## src/rtl/csa_final_adder_if.sv

```systemverilog
// Handshake bundle between the carry-save compressor, the chunked final adder and its consumer.
// The design side uses the slave modport; the producer/consumer side uses master.
interface csa_final_adder_if #(
    parameter int OutputWidth = 12
);
    logic                   in_valid;
    logic                   in_ready;
    logic [OutputWidth-1:0] vector0;
    logic [OutputWidth-1:0] vector1;
    logic                   out_valid;
    logic                   out_ready;
    logic [OutputWidth:0]   result;
    logic                   busy;

    modport slave (
        input  in_valid, vector0, vector1, out_ready,
        output in_ready, out_valid, result, busy
    );

    modport master (
        output in_valid, vector0, vector1, out_ready,
        input  in_ready, out_valid, result, busy
    );
endinterface

```

## src/rtl/csa_final_adder.sv

```systemverilog
// Multi-cycle chunked carry-propagate adder resolving a carry-save vector pair, one slice per clock.
// Optional CSA_EARLY_DONE_EN: finish early once the carry is dead and all higher operand slices are zero.
//
// state | meaning
// IDLE  | waiting for a vector pair, in_ready high
// ADD   | adding one ChunkWidth slice per clock
// DONE  | result presented, waiting for out_ready
module csa_final_adder #(
    parameter int OutputWidth = 12,
    parameter int ChunkWidth  = 4
) (
    input  logic clk,
    input  logic rst_n,
    csa_final_adder_if.slave io
);
    localparam int NumChunks = (OutputWidth + ChunkWidth - 1) / ChunkWidth;
    localparam int PadWidth  = NumChunks * ChunkWidth;
    localparam int IdxWidth  = (NumChunks > 1) ? $clog2(NumChunks) : 1;

    typedef enum logic [1:0] {IDLE, ADD, DONE} state_t;

    state_t                state_q, state_d;
    logic [PadWidth-1:0]   a_q, a_d;
    logic [PadWidth-1:0]   b_q, b_d;
    logic [IdxWidth-1:0]   idx_q, idx_d;
    logic                  carry_q, carry_d;
    // Bit PadWidth holds the last slice's carry; with a padded top chunk the real
    // carry-out lands in bit OutputWidth of the slices instead, so result taps [OutputWidth:0].
    logic [PadWidth:0]     sum_q, sum_d;

    logic [ChunkWidth-1:0] slice_a, slice_b;
    logic [ChunkWidth:0]   slice_sum;

`ifdef CSA_EARLY_DONE_EN
    logic [PadWidth-1:0]   ab_or;
    logic [NumChunks-1:0]  upper_zero;
    logic                  rest_zero;
`endif

    always_ff @(posedge clk or negedge rst_n) begin
        if (!rst_n) begin
            state_q <= IDLE;
            a_q     <= '0;
            b_q     <= '0;
            idx_q   <= '0;
            carry_q <= 1'b0;
            sum_q   <= '0;
        end else begin
            state_q <= state_d;
            a_q     <= a_d;
            b_q     <= b_d;
            idx_q   <= idx_d;
            carry_q <= carry_d;
            sum_q   <= sum_d;
        end
    end

    always_comb begin
        slice_a = '0;
        slice_b = '0;
        for (int k = 0; k < NumChunks; k++) begin
            if (idx_q == IdxWidth'(k)) begin
                slice_a = a_q[k*ChunkWidth +: ChunkWidth];
                slice_b = b_q[k*ChunkWidth +: ChunkWidth];
            end
        end
        slice_sum = {1'b0, slice_a} + {1'b0, slice_b} + {{ChunkWidth{1'b0}}, carry_q};
    end

`ifdef CSA_EARLY_DONE_EN
    always_comb begin
        ab_or      = a_q | b_q;
        upper_zero = '0;
        rest_zero  = 1'b0;
        for (int k = 0; k < NumChunks; k++) begin
            upper_zero[k] = ((ab_or >> ((k + 1) * ChunkWidth)) == '0);
            if (idx_q == IdxWidth'(k)) begin
                rest_zero = upper_zero[k];
            end
        end
    end
`endif

    always_comb begin
        state_d = state_q;
        a_d     = a_q;
        b_d     = b_q;
        idx_d   = idx_q;
        carry_d = carry_q;
        sum_d   = sum_q;
        case (state_q)
            IDLE: begin
                if (io.in_valid) begin
                    a_d     = PadWidth'(io.vector0);
                    b_d     = PadWidth'(io.vector1);
                    carry_d = 1'b0;
                    idx_d   = '0;
                    state_d = ADD;
                end
            end
            ADD: begin
                for (int k = 0; k < NumChunks; k++) begin
                    if (idx_q == IdxWidth'(k)) begin
                        sum_d[k*ChunkWidth +: ChunkWidth] = slice_sum[ChunkWidth-1:0];
                    end
                end
                carry_d = slice_sum[ChunkWidth];
                idx_d   = idx_q + IdxWidth'(1);
                if (idx_q == IdxWidth'(NumChunks - 1)) begin
                    sum_d[PadWidth] = slice_sum[ChunkWidth];
                    idx_d           = '0;
                    state_d         = DONE;
                end
`ifdef CSA_EARLY_DONE_EN
                else if (!slice_sum[ChunkWidth] && rest_zero) begin
                    for (int k = 0; k < NumChunks; k++) begin
                        if (IdxWidth'(k) > idx_q) begin
                            sum_d[k*ChunkWidth +: ChunkWidth] = '0;
                        end
                    end
                    sum_d[PadWidth] = 1'b0;
                    idx_d           = '0;
                    state_d         = DONE;
                end
`endif
            end
            DONE: begin
                if (io.out_ready) begin
                    state_d = IDLE;
                end
            end
            default: state_d = IDLE;
        endcase
    end

    assign io.in_ready  = (state_q == IDLE);
    assign io.out_valid = (state_q == DONE);
    assign io.busy      = (state_q != IDLE);
    assign io.result    = sum_q[OutputWidth:0];
endmodule

```

## src/flat_wrapper.sv

```systemverilog
// flat-port wrapper written by rule: the top's interface ports become plain ports
module csa_final_adder_flat 
#(
    parameter int OutputWidth = 12,
    parameter int ChunkWidth  = 4
)
  (clk, rst_n, io_in_valid, io_vector0, io_vector1, io_out_ready, io_in_ready, io_out_valid, io_result, io_busy);
  csa_final_adder_if #(.OutputWidth(OutputWidth)) io_i ();
  input  logic clk;
  input  logic rst_n;
  input wire logic [$bits(io_i.in_valid)-1:0] io_in_valid;
  input wire logic [$bits(io_i.vector0)-1:0] io_vector0;
  input wire logic [$bits(io_i.vector1)-1:0] io_vector1;
  input wire logic [$bits(io_i.out_ready)-1:0] io_out_ready;
  output wire logic [$bits(io_i.in_ready)-1:0] io_in_ready;
  output wire logic [$bits(io_i.out_valid)-1:0] io_out_valid;
  output wire logic [$bits(io_i.result)-1:0] io_result;
  output wire logic [$bits(io_i.busy)-1:0] io_busy;
  assign io_i.in_valid = io_in_valid;
  assign io_i.vector0 = io_vector0;
  assign io_i.vector1 = io_vector1;
  assign io_i.out_ready = io_out_ready;
  assign io_in_ready = io_i.in_ready;
  assign io_out_valid = io_i.out_valid;
  assign io_result = io_i.result;
  assign io_busy = io_i.busy;
  csa_final_adder #(.OutputWidth(OutputWidth), .ChunkWidth(ChunkWidth)) u_core (.clk(clk), .rst_n(rst_n), .io(io_i));
endmodule
```

## config.mk

```make
export PLATFORM = sky130hd
export DESIGN_NAME = csa_final_adder_flat
export DESIGN_NICKNAME = d
export VERILOG_FILES = /design/src/rtl/csa_final_adder_if.sv /design/src/rtl/csa_final_adder.sv /design/src/flat_wrapper.sv
export SDC_FILE = /design/constraint.sdc
export NUM_CORES = 1
export LEC_CHECK = 0
export ABC_CLOCK_PERIOD_IN_PS = 2250
export CAP_MARGIN = 20
export CORE_MARGIN = 5
export CORE_UTILIZATION = 40
export CTS_CLUSTER_SIZE = 40
export DETAILED_ROUTE_END_ITERATION = 16
export GPL_ROUTABILITY_DRIVEN = 0
export PLACE_DENSITY = 0.68
export SLEW_MARGIN = 10
export SYNTH_ARGS = -nofsm -noshare
export SYNTH_HDL_FRONTEND = slang
export SYNTH_SLANG_ARGS = --single-unit
```

## constraint.sdc

```tcl
create_clock -name clk -period 2.25 [get_ports clk]
set_input_delay 0.45 -clock clk [delete_from_list [all_inputs] [get_ports clk]]
set_output_delay 0.45 -clock clk [all_outputs]
set_load 0.01 [all_outputs]
```

# ---- Word-level counts from Yosys, hierarchy flattened
# Index checks and enable logic that the tools add are counted.
dict set report totals {
  reg_bits 42
  input_bits 28
  out_inout_bits 16
  elab_cells 43
}
dict set report op_classes {
  add_sub_neg 3
  eq_ne 7
  mux 15
  n_reduce_logical 10
}
# operator count
set op_table {}
lappend op_table {{4-bit two-way mux} 6}
lappend op_table {{2-bit two-way mux} 5}
lappend op_table {{2-bit AND reduction} 5}
lappend op_table {{2-bit case mux with 3 select lines} 1}
lappend op_table {{4-bit by 4-bit adder with 5-bit output} 1}
lappend op_table {{5-bit by 1-bit adder with 5-bit output} 1}
lappend op_table {{2-bit by 1-bit equality test with 1-bit output (second input constant)} 2}
lappend op_table {{2-bit equality test (second input constant)} 2}
lappend op_table {{2-bit zero test} 2}
lappend op_table {{2-bit != test (second input constant)} 2}
lappend op_table {{2-bit case mux with 2 select lines} 1}
lappend op_table {{2-bit nonzero test} 2}
lappend op_table {{3-bit AND reduction} 1}
lappend op_table {{2-bit by 1-bit adder with 2-bit output (second input constant)} 1}
lappend op_table {{2-bit by 1-bit != test with 1-bit output (second input constant)} 1}
lappend op_table {{1-bit case mux with 2 select lines} 1}
lappend op_table {{1-bit two-way mux} 1}

# ---- Depth between registers and ports, before layout
dict set report depth {
  word_depth 7
  ltp_mapped 10
  ltp_nobuf 9
}

# ---- Worst setup path after synthesis
# Ideal clock, no wire load.
dict set report synth_timing {
  path_kind {register -> register}
  startpoint {register u_core.idx_q[0]}
  endpoint {register u_core.sum_q[12], in the netlist u_core.io.result[12]}
  setup_time_ps 135
  arrival_ps 2049
  required_time_ps 2115
  setup_slack_ps 65
  stages_incl_launch_ff 11
  path_buffers 1
  period_less_slack_ps 2185
  path_cell_list {dfrtp_1 buf_2 mux2i_1 nor2_1 a21oi_1 fa_1 inv_1 fa_1 a21o_1 a21oi_1 o21ai_0}
}
dict set report synth_between {
  elab_chain_cells 6
  elab_cells_between_ends 12
  classes_between {add/sub: 2; eq/ne: 2; mux: 6; reduce/logical: 2}
}
# element line_no
set synth_rtl {}
lappend synth_rtl {{start, declared} csa_final_adder.sv:25} ;# logic [IdxWidth-1:0] idx_q, idx_d;
lappend synth_rtl {{start signal, assigned} csa_final_adder.sv:52} ;# idx_q <= idx_d;
lappend synth_rtl {{2-bit zero test} csa_final_adder.sv:62} ;# if (idx_q == IdxWidth'(k)) begin
lappend synth_rtl {{4-bit two-way mux (3 in series)} csa_final_adder.sv:62}
lappend synth_rtl {{4-bit by 4-bit adder with 5-bit output} csa_final_adder.sv:67} ;# slice_sum = {1'b0, slice_a} + {1'b0, slice_b} + {{ChunkWidth{1'b0}}, carry_q};
lappend synth_rtl {{5-bit by 1-bit adder with 5-bit output} csa_final_adder.sv:67}
lappend synth_rtl {{end signal, assigned} csa_final_adder.sv:54} ;# sum_q <= sum_d;
lappend synth_rtl {{end, declared} csa_final_adder.sv:29} ;# logic [PadWidth:0] sum_q, sum_d;
# Parallel ways exist; a longest one is shown, timed or not.
# A chain may end at the register's enable or synchronous reset.

# ---- Worst setup path in the final report
# Same ends and word-level chain as after synthesis.

==> results.rst <==
.. list-table::
   :header-rows: 1

   * - Metric
     - Value
   * - Run status
     - finished clean
   * - CTS Root Buffer Type
     - clkbuf_8
   * - Worst setup path start
     - u_core.idx_q[0]
   * - Initial Util
     - between 40% and 50%
   * - Max capacitance violation total
     - 0
   * - Setup repair after global routing missed its margin
     - yes
   * - Final min period
     - 2110 ps
   * - Number of sinks handled by clock tree synthesis
     - 42
   * - Maximum buffer depth of the clock tree
     - 2
   * - Number of nets with antenna violations after routing
     - 0
   * - Filler cells
     - 466
   * - Proportion of power drawn by combinational gates
     - 51.8%
   * - Met2 track demand over resource
     - 19.3%
   * - Class of the tightest hold or removal check
     - in2async
   * - Peak supply drop
     - 0.715 mV
   * - Vias in the first global route
     - 1364
   * - Share of synthesized area occupied by flip-flops and latches
     - 51.3%
   * - Met3 track demand over resource
     - ~3.6%
   * - Max Fanout on Critical Path
     - 7
   * - Clock insertion delay at the later pin of the skew report
     - 290 ps
   * - GRT busiest layer
     - met2
   * - Final routed DRC violation total
     - 0
   * - DRT Wirelength
     - between 3 and 4 mm
   * - Per-instance average area after synthesis
     - 12.1 um2
   * - Number of top-level pins
     - between 40 and 50
   * - # diodes
     - 0
   * - Drt wl/cell
     - 13.4 um
   * - Max-slew violations
     - 0
   * - First-pass iteration count of the detailed router
     - 4
   * - Core outline area
     - 0.00504 mm2
   * - Reported leakage power
     - 1.19 nW
   * - RR Startpoint
     - u_core.idx_q[0]
   * - Maximum number of pins on one net before global-route repair
     - 43
   * - Count of cell types in the netlist
     - 32
   * - Clock transition at the registers of the reported paths
     - 80 ps
   * - First-pass GRT wire length
     - ~6.5 mm
   * - Capturing element type of the critical path
     - flop
   * - Inserted Clock Buffers
     - 5
   * - Warnings from Yosys
     - 0
   * - Cell area after synthesis
     - a little over 0.002 mm2
   * - Leading cell type in the layout, fill and taps excluded
     - clkdlybuf4s50_1
   * - Endpoints failing hold
     - 0
   * - Clock tree skew after final layout
     - 7.88 ps
   * - Tightest Pin Transition
     - 516 ps
   * - Normalized max-slew margin
     - 65.6%
   * - Reported net switching power
     - 1.49 mW
   * - Floorplan die area
     - 0.00665 mm2
   * - Layout net count
     - 248
   * - Vias per cell
     - 4.73
   * - Commonest non-fill, non-tap cells in the layout
     - clkdlybuf4s50_1, dfrtp_1, nand2_1
   * - Antenna violations before repair
     - 0
   * - Post-detail-place hpwl
     - a little under 3 mm
   * - Share of layout cells above drive strength 1
     - 21.3%
   * - TritonCTS clock tree
     - yes
   * - Non-filler instance count after layout
     - 286
   * - Global routing usage summed across all routing layers
     - 12.8%
   * - Sum of overflow across all layers after global routing
     - 0
   * - Total Negative Setup Slacks
     - 0 ps
   * - Hold-fix buffers at CTS
     - 0
   * - End point of the critical path
     - u_core.io.result[12]
   * - Arrival time worst endpoint
     - 2270 ps
   * - Required @ worst endpoint
     - 2410 ps
   * - Post-synth net total
     - just over 200
   * - Fraction of power consumed by the clock network
     - 14.4%
   * - Category of the worst setup path launch point
     - flop
   * - PortBufs
     - 43
   * - Synth-to-Final Area Change
     - 30.2%
   * - Yosys reg bits
     - 42
   * - Die Width
     - 81.6 um
   * - Detailed-route via count
     - 1352
   * - Reg-to-reg slack, setup
     - 140 ps
   * - Met1 Usage GRT
     - 17.6%
   * - DP Worst Slack
     - 95.0 ps
   * - Relative contribution of sequential cells to total power
     - 33.8%
   * - Final setup viols
     - 0
   * - Post-CTS setup-driven buffer insertion count
     - 0
   * - Period Utilization, post-route
     - between 90 and 100%
   * - Placed Instances
     - about 280
   * - Maximum achievable frequency
     - 0.475 GHz
   * - 1st-iter DRT viols
     - 53
   * - Placement row count
     - 26
   * - Internal power
     - 2.62 mW
   * - Net Sw Frac
     - 36.3%
   * - Die H
     - 81.6 um
   * - Cell count after synthesis
     - approximately 170
   * - Final worst setup slack
     - around 140 ps
   * - H-tree levels
     - 2
   * - Depth of the most critical reg-to-reg path
     - 9
   * - Total power per unit cell area
     - 1540 mW/mm2
   * - Endpoint of the lowest-slack register-to-register path
     - u_core.io.result[12]
   * - Setup Crit Path Kind
     - reg2reg
==> metrics by stage <==
stage / hold WS [ps] / util [%] / instance area, um2 / total power, mW
2_1_floorplan: 154 / - / 2050 / 2.83
3_3_place_gp: 459 / 50.4 / 2540 / 3.45
3_5_place_dp: 462 / 50.4 / 2540 / 3.49
4_1_cts: 230 / 52.6 / 2650 / 4.10
5_1_grt: 271 / 52.9 / 2670 / 4.48
6_report: 220 / 52.9 / 2670 / 4.11
==> synth_stat cells, drive strengths merged <==
master / number / area share [%]
fa: 2 / 2.0
nand4bb: 2 / 1.1
buf: 6 / 2.5
a211o: 3 / 1.3
or4b: 1 / 0.49
o21bai: 1 / 0.37
o21ai: 15 / 3.7
nand3: 3 / 0.73
nand2b: 1 / 0.31
a21o: 1 / 0.37
or2b: 1 / 0.37
nor2b: 1 / 0.31
mux2: 24 / 17
ha: 3 / 1.8
dfrtp: 42 / 51
xnor2: 1 / 0.43
a21oi: 5 / 1.2
clkbuf: 4 / 0.73
nand3b: 1 / 0.37
nand4: 3 / 0.92
inv: 4 / 0.73
nor2: 2 / 0.37
or2: 1 / 0.31
nand2: 30 / 5.5
nor4b: 1 / 0.43
and2: 1 / 0.43
and4bb: 2 / 1.2
mux2i: 8 / 3.9
==> layout make-up <==
cell class | instances | area [um2] | area share [%]
sequential | 42 | 1050 | 39.5
multi-input combinational | 113 | 927 | 34.8
timing repair buffer | 49 | 470 | 17.6
tap | 70 | 87.6 | 3.28
clock buffer | 5 | 68.8 | 2.58
clock inverter | 3 | 45.0 | 1.69
inverter | 4 | 15.0 | 0.563
==> repair_timing <==
item / in CTS / in global routing
resized for setup: 0 / 4
setup endpoints to repair: 0 / 8
hold endpoints to repair: 0 / 0
==> critical path, stage by stage, from the launching register on <==
cell	delay [ps]
dfrtp_2	440
mux2i_1	200
nor2_1	60
a21oi_1	160
fa_1	220
inv_1	60
fa_1	420
a21o_1	180
a21oi_1	150
o21ai_0	90
==> cell families after synthesis <==
kind of cell,count (synthesis),share of synthesized area (%)
buf+inv,14,3.97
mux,32,20.8
fa+ha+maj,5,3.79
xor+xnor,1,0.428
flops,42,51.3
simple gates,50,12.8
compound gates,25,6.90
==> power by group through the flow <==
stage               clock network, mW  registers, mW  logic (mW)
floorplan                           0           1.36        1.47
global placement                    0           1.40        2.05
detailed placement                  0           1.41        2.08
CTS                             0.610           1.39        2.10
global route                    0.640           1.44        2.40
finish                          0.591           1.39        2.13
==> registers in the layout, summed over array words and instances (netlist names) <==
register	flops
u_core.a_q	12
u_core.carry_q	1
u_core.b_q	12
u_core.idx_q	2
u_core.state_q	2
u_core.io.result	13
==> worst min path at each step <==
stage                   startpoint                  end  slack (ps)
2_1_floorplan                rst_n        u_core.a_q[0]         150
3_3_place_gp   u_core.io.result[5]  u_core.io.result[5]         460
3_5_place_dp   u_core.io.result[5]  u_core.io.result[5]         460
4_1_cts                      rst_n        u_core.b_q[1]         230
5_1_grt                      rst_n       u_core.carry_q         270
6_report                     rst_n    u_core.state_q[0]         220
==> metal layers <==
layer  wire length (um)  share of wire [%]
met1               1850                 48
met3                237                6.2
met5                  0                  0
met2               1670                 44
met4                 63                1.6
Power figures use the tool's default switching activity.
